<file path="config.mk">
export PLATFORM = sky130hd
export DESIGN_NAME = spi_cfg_master
export DESIGN_NICKNAME = d
export VERILOG_FILES = /design/src/rtl/spi_cfg_pkg.sv /design/src/rtl/spi_clk_div.sv /design/src/rtl/spi_cfg_master.sv
export SDC_FILE = /design/constraint.sdc
export NUM_CORES = 1
export LEC_CHECK = 0
export ABC_AREA = 1
export ABC_CLOCK_PERIOD_IN_PS = 1850
export CAP_MARGIN = 20
export CORE_ASPECT_RATIO = 1.5
export CORE_UTILIZATION = 25
export CTS_CLUSTER_DIAMETER = 200
export DETAILED_ROUTE_END_ITERATION = 10
export GPL_TIMING_DRIVEN = 0
export PLACE_DENSITY = 0.51
export SYNTH_ARGS = -nofsm -noshare
export SYNTH_HDL_FRONTEND = slang
export SYNTH_SLANG_ARGS = --single-unit
</file>
<file path="constraint.sdc">
create_clock -name clk -period 1.85 [get_ports clk]
set_clock_uncertainty 0.1 [all_clocks]
set_input_delay 0.2775 -clock clk [delete_from_list [all_inputs] [get_ports clk]]
set_output_delay 0.2775 -clock clk [all_outputs]
set_load 0.1 [all_outputs]
</file>
<file path="src/rtl/spi_cfg_pkg.sv">
// Shared types and helpers for the SPI configuration master.
// Holds the FSM state encoding, the default word width and the divider sizing function.
package spi_cfg_pkg;

  localparam int DEF_WIDTH = 8;

  typedef enum logic [2:0] {
    IDLE  = 3'd0,
    LEAD  = 3'd1,
    HI    = 3'd2,
    LO    = 3'd3,
    TRAIL = 3'd4,
    GAP   = 3'd5
  } state_t;

  // $clog2(1) is 0, so the counter is kept at least one bit wide.
  function automatic int div_cnt_width(input int clk_div);
    return (clk_div > 1) ? $clog2(clk_div) : 1;
  endfunction

endpackage

</file>
<file path="src/rtl/spi_clk_div.sv">
// Divider counter for the SPI half-period: counts 0..CLK_DIV-1 while enabled.
// It ticks on the last count and is cleared synchronously by the FSM.
module spi_clk_div
  import spi_cfg_pkg::*;
#(
  parameter int CLK_DIV = 5
) (
  input  logic clk,
  input  logic rst_b,
  input  logic i_en,
  input  logic i_clr,
  output logic o_tick
);

  localparam int            CW   = div_cnt_width(CLK_DIV);
  localparam logic [CW-1:0] LAST = CW'(CLK_DIV - 1);

  logic [CW-1:0] r_cnt;

  assign o_tick = i_en && (r_cnt == LAST);

  always_ff @(posedge clk or negedge rst_b) begin
    if (!rst_b) begin
      r_cnt <= '0;
    end else if (i_clr) begin
      r_cnt <= '0;
    end else if (i_en) begin
      r_cnt <= o_tick ? '0 : r_cnt + 1'b1;
    end
  end

endmodule

</file>
<file path="src/rtl/spi_cfg_master.sv">
// SPI master that writes one WIDTH-bit word MSB-first into a shift-register slave.
// It captures the word the slave shifts back on sdo; every output is registered.
//
// Handshake: start is sampled only while busy=0. The accepting cycle is the
// one where start=1 and busy=0, and data_in is captured on that cycle only.
// busy stays high from the next cycle through the single done cycle, so a
// held start re-launches on the cycle after done.
module spi_cfg_master
  import spi_cfg_pkg::*;
#(
  parameter int WIDTH   = DEF_WIDTH,
  parameter int CLK_DIV = 5
) (
  input  logic             clk,
  input  logic             rst_b,
  input  logic             start,
  input  logic [WIDTH-1:0] data_in,
  output logic             busy,
  output logic             done,
  output logic [WIDTH-1:0] rdata,
  output logic             sclk,
  output logic             sdi,
  output logic             cs_b,
  input  logic             sdo,
  output state_t           dbg_state
);

  localparam int            BW       = $clog2(WIDTH + 1);
  localparam logic [BW-1:0] LAST_BIT = BW'(WIDTH - 1);

  if (CLK_DIV < 1) begin : g_bad_div
    $error("spi_cfg_master: CLK_DIV must be >= 1");
  end
  if (WIDTH < 2) begin : g_bad_width
    $error("spi_cfg_master: WIDTH must be >= 2");
  end

  state_t           r_state;
  logic [WIDTH-1:0] r_tx;
  logic [WIDTH-1:0] r_rx;
  logic [WIDTH-1:0] r_rdata;
  logic [BW-1:0]    r_bit_cnt;
  logic             r_busy;
  logic             r_done;
  logic             r_sclk;
  logic             r_sdi;
  logic             r_cs_b;
  logic             w_tick;
  logic             w_accept;
  logic             w_div_en;

  assign w_accept = (r_state == IDLE) && !r_busy && start;
  assign w_div_en = (r_state != IDLE);

  spi_clk_div #(.CLK_DIV(CLK_DIV)) u_div (
    .clk    (clk),
    .rst_b  (rst_b),
    .i_en   (w_div_en),
    .i_clr  (w_accept),
    .o_tick (w_tick)
  );

  always_ff @(posedge clk or negedge rst_b) begin
    if (!rst_b) begin
      r_state   <= IDLE;
      r_tx      <= '0;
      r_rx      <= '0;
      r_rdata   <= '0;
      r_bit_cnt <= '0;
      r_busy    <= 1'b0;
      r_done    <= 1'b0;
      r_sclk    <= 1'b0;
      r_sdi     <= 1'b0;
      r_cs_b    <= 1'b1;
    end else begin
      r_done <= 1'b0;
      case (r_state)
        IDLE: begin
          // busy still high here means this is the done cycle: drop it, ignore start.
          if (r_busy) begin
            r_busy <= 1'b0;
          end else if (w_accept) begin
            r_tx      <= data_in;
            r_rx      <= '0;
            r_bit_cnt <= '0;
            r_cs_b    <= 1'b0;
            r_sdi     <= data_in[WIDTH-1];
            r_busy    <= 1'b1;
            r_state   <= LEAD;
          end
        end
        LEAD, LO: begin
          if (w_tick) begin
            r_sclk  <= 1'b1;
            r_rx    <= {r_rx[WIDTH-2:0], sdo};
            r_state <= HI;
          end
        end
        HI: begin
          if (w_tick) begin
            r_sclk    <= 1'b0;
            r_bit_cnt <= r_bit_cnt + 1'b1;
            if (r_bit_cnt != LAST_BIT) begin
              r_tx    <= {r_tx[WIDTH-2:0], 1'b0};
              r_sdi   <= r_tx[WIDTH-2];
              r_state <= LO;
            end else begin
              r_state <= TRAIL;
            end
          end
        end
        TRAIL: begin
          if (w_tick) begin
            r_cs_b  <= 1'b1;
            r_state <= GAP;
          end
        end
        GAP: begin
          if (w_tick) begin
            r_done  <= 1'b1;
            r_rdata <= r_rx;
            r_state <= IDLE;
          end
        end
        default: r_state <= IDLE;
      endcase
    end
  end

  assign busy      = r_busy;
  assign done      = r_done;
  assign rdata     = r_rdata;
  assign sclk      = r_sclk;
  assign sdi       = r_sdi;
  assign cs_b      = r_cs_b;
  assign dbg_state = r_state;

endmodule
</file>
==> impl_metrics.json <==
{
  "die_w_um": 71.7,
  "clockRootBuffer": "clkbuf_8",
  "yosys_warnings": 0,
  "peakVddDrop_uv": 709,
  "clk_path_buf_depth": 2,
  "period_share_pct": 95.3,
  "yosysTopAreaCell": "dfrtp_1",
  "ios": 28,
  "htree_levels": 2,
  "synth.most_common_cell": "nand2_1",
  "maxCapViolCount": 0,
  "ff2ff_path_depth": 9,
  "drive_above_1_share_pct": 17.9,
  "cts_tree": "yes",
  "drt-wirelength-per-cell_um": 12.7,
  "path_buf_inv": 1,
  "num-nets-final": 276,
  "grt_overflow": 0,
  "synth_common_cells": "85 x nand2_1, 37 x dfrtp_1, 37 x nand3_1, 13 x inv_1, 13 x o21ai_0",
  "status": "complete, but fails checks",
  "dr.pass1.iters": 4,
  "io_buffers": 27,
  "dpl.hpwl_mm": 2.99,
  "synthTopCellsByArea": "dfrtp_1 51%, nand2_1 18%, nand3_1 10%, o21ai_0 3.6%, nand4_1 3.1%",
  "violations": "hold timing",
  "cpPeakStageDelay_ns": 0.55,
  "cellPowerDensity_mw_per_mm2": 1390,
  "postLayoutCellArea_sq_mm": 0.00229,
  "synth_cells": 226,
  "cpLargestDelayFamily": "buffers and inverters",
  "place.gp.congestion": 0.799,
  "placed_area_sq_mm": 0.00219,
  "cts_sinks": 38,
  "ys_ff_latch": 38,
  "numCtsBuffers": 5,
  "num_antenna_cells": 0,
  "synth-async-reset-ratio_pct": 100,
  "grt_max_degree": 39,
  "ys.flop_type": "dfrtp_1",
  "antenna_found_initial": 0,
  "vias_per_cell": 4.73,
  "worst_pin_slew_ns": 0.847,
  "die_area_sq_mm": 0.00764,
  "ff_latch_area_sq_um": 956,
  "period_minus_slack_ns": 1.76,
  "finalSetupViolations": 0,
  "required_ns": 1.47,
  "synth_area_per_cell_sq_um": 8.07,
  "drc": 0,
  "cp_slowest_cell": "clkdlybuf4s15_2",
  "num_rows": 37,
  "finalHoldViolCount": 11,
  "wl_mm": 4.31,
  "ant_nets": 0,
  "finalWorstSetupSlack_ns": 0.0877,
  "drv_slew": 0,
  "clk_latency_ns": 0.29,
  "synthesis.area_sq_mm": 0.00182,
  "critPathKind": "register to output pin",
  "ys_seq_area_share_pct": 52.2,
  "power.total_w": 0.00317,
  "cts-hold-fix-buffers": 0,
  "post-place-ws_ns": -0.174,
  "syn_to_final_growth_pct": 25.5,
  "synthesis.nets": 241,
  "holdWs_ns": -0.0104,
  "crit_chain": "clkdlybuf4s15_2",
  "initial_core_util_pct": 26.3,
  "crit_cells": 1,
  "vias": 1609,
  "synth_edf_count": 0,
  "leakage_nw": 1.21,
  "hold_class": "input port to async pin",
  "fillers": 749,
  "die_y_um": 107,
  "synth_top_cell_area_share_pct": 50.8,
  "track_usage_pct": 12.6,
  "crit_fanout": 2,
  "path_clk_slew_ns": 0.07,
  "cp-end-kind": "output pin",
  "grt_setup_unrepaired": "false",
  "grt_first_pass_wirelength_mm": 7.69,
  "cp-start-kind": "register",
  "coreArea_sq_mm": 0.00694,
  "multi_input_area_sq_um": 805,
  "final_cells": 340,
  "relSlewSlack_pct": 43.6,
  "place_inst": 331,
  "ys_types": 19,
  "arrival_ns": 1.38,
  "max_freq_mhz": 567,
  "drtIter0Drc": 77,
  "grt_pass1_vias": 1612
}
sequential cells by signal (all words and copies together) (netlist names):
name,flops
rdata,8
sdi,1
dbg_state,3
done,1
u_div.r_cnt,3
r_rx,8
busy,1
r_bit_cnt,4
r_tx,7
sclk,1
cs_b,1
path summary, 6_finish.rpt:
path	start	endpoint	slack (ns)
setup / recovery	cs_b$_DFFE_PN1P_	cs_b	0.09
hold / removal	rst_b	rdata[3]$_DFFE_PN0P_	-0.01
max in group asynchronous	rst_b	dbg_state[2]$_DFFE_PN0P_	1.07
hold reg to reg	r_tx[1]$_DFFE_PN0P_	r_tx[1]$_DFFE_PN0P_	0.38
setup reg to reg	u_div.r_cnt[0]$_DFFE_PN0P_	r_tx[4]$_DFFE_PN0P_	0.17
min in group clk	r_tx[1]$_DFFE_PN0P_	r_tx[1]$_DFFE_PN0P_	0.38
stage by stage:
step	hold slack [ns]	setup TNS, ns	util [%]
floorplan	-0.118	0	-
global placement	0.353	-25.33	31.6
detailed placement	0.342	-1.70	31.5
CTS	0.0259	0	33.0
global route	0.0696	0	33.0
finish	-0.0104	0	33.0
cells in the final DEF (no fill, tap or decap), drive strengths merged:
master | Yosys | layout
a21oi | 3 | 3
buf | 4 | 6
clkbuf | 1 | 14
clkdlybuf4s15 | 0 | 9
clkdlybuf4s50 | 0 | 10
clkinv | 0 | 2
dfrtp | 37 | 37
dfstp | 1 | 1
ha | 3 | 3
inv | 15 | 15
nand2 | 90 | 90
nand3 | 39 | 39
nand4 | 9 | 9
nor2 | 10 | 10
nor3 | 1 | 1
o21ai | 13 | 13
routing by layer:
metal | routed length (um) | GRT usage [%]
met1 | 2020 | 16.6
met2 | 2050 | 19.9
met3 | 131 | 2.16
met4 | 107 | 5.88
met5 | 0 | 0
worst reg2reg max path, stage by stage (launching register included):
cell and delay [ns]:
dfrtp_1 0.38, inv_1 0.10, ha_1 0.18, nand2_2 0.11, inv_1 0.18, nand3_4 0.14, nand2_4 0.16, nand2_4 0.10
nand2_1 0.08, nand2_1 0.05
where the power goes:
part / leakage [nW] / internal, W / switching, W
combinational: 0.665 / 0.000388 / 0.00105
clock: 0.0450 / 0.000261 / 0.000283
sequential: 0.500 / 0.00103 / 0.000157
total: 1.21 / 0.00168 / 0.00149
final cells by class:
type                    count  share of cell area (%)
repair buffers             28                    11.4
multi-input cells         168                    35.2
clock inverters             2                   0.437
inverters                  15                    2.46
plain buffers               5                    1.31
well taps                  78                    4.26
flip-flops and latches     38                    41.8
clock buffers               6                    3.17
what timing repair did:
action	4_1_cts	5_1_grt
pin swaps	0	1
buffers inserted	0	1
endpoints found under the hold margin	0	0
resized for setup	42	10
endpoints found under the setup margin	24	23
logic make-up after synthesis:
logic type                 synth area share [%]
adders and majority gates                  2.06
DFF                                        52.2
AOI/OAI and AO/OA                          4.39
buffers and inverters                      4.74
and+or+nand+nor                            36.6
No activity file was read; power rests on OpenSTA's default activity.
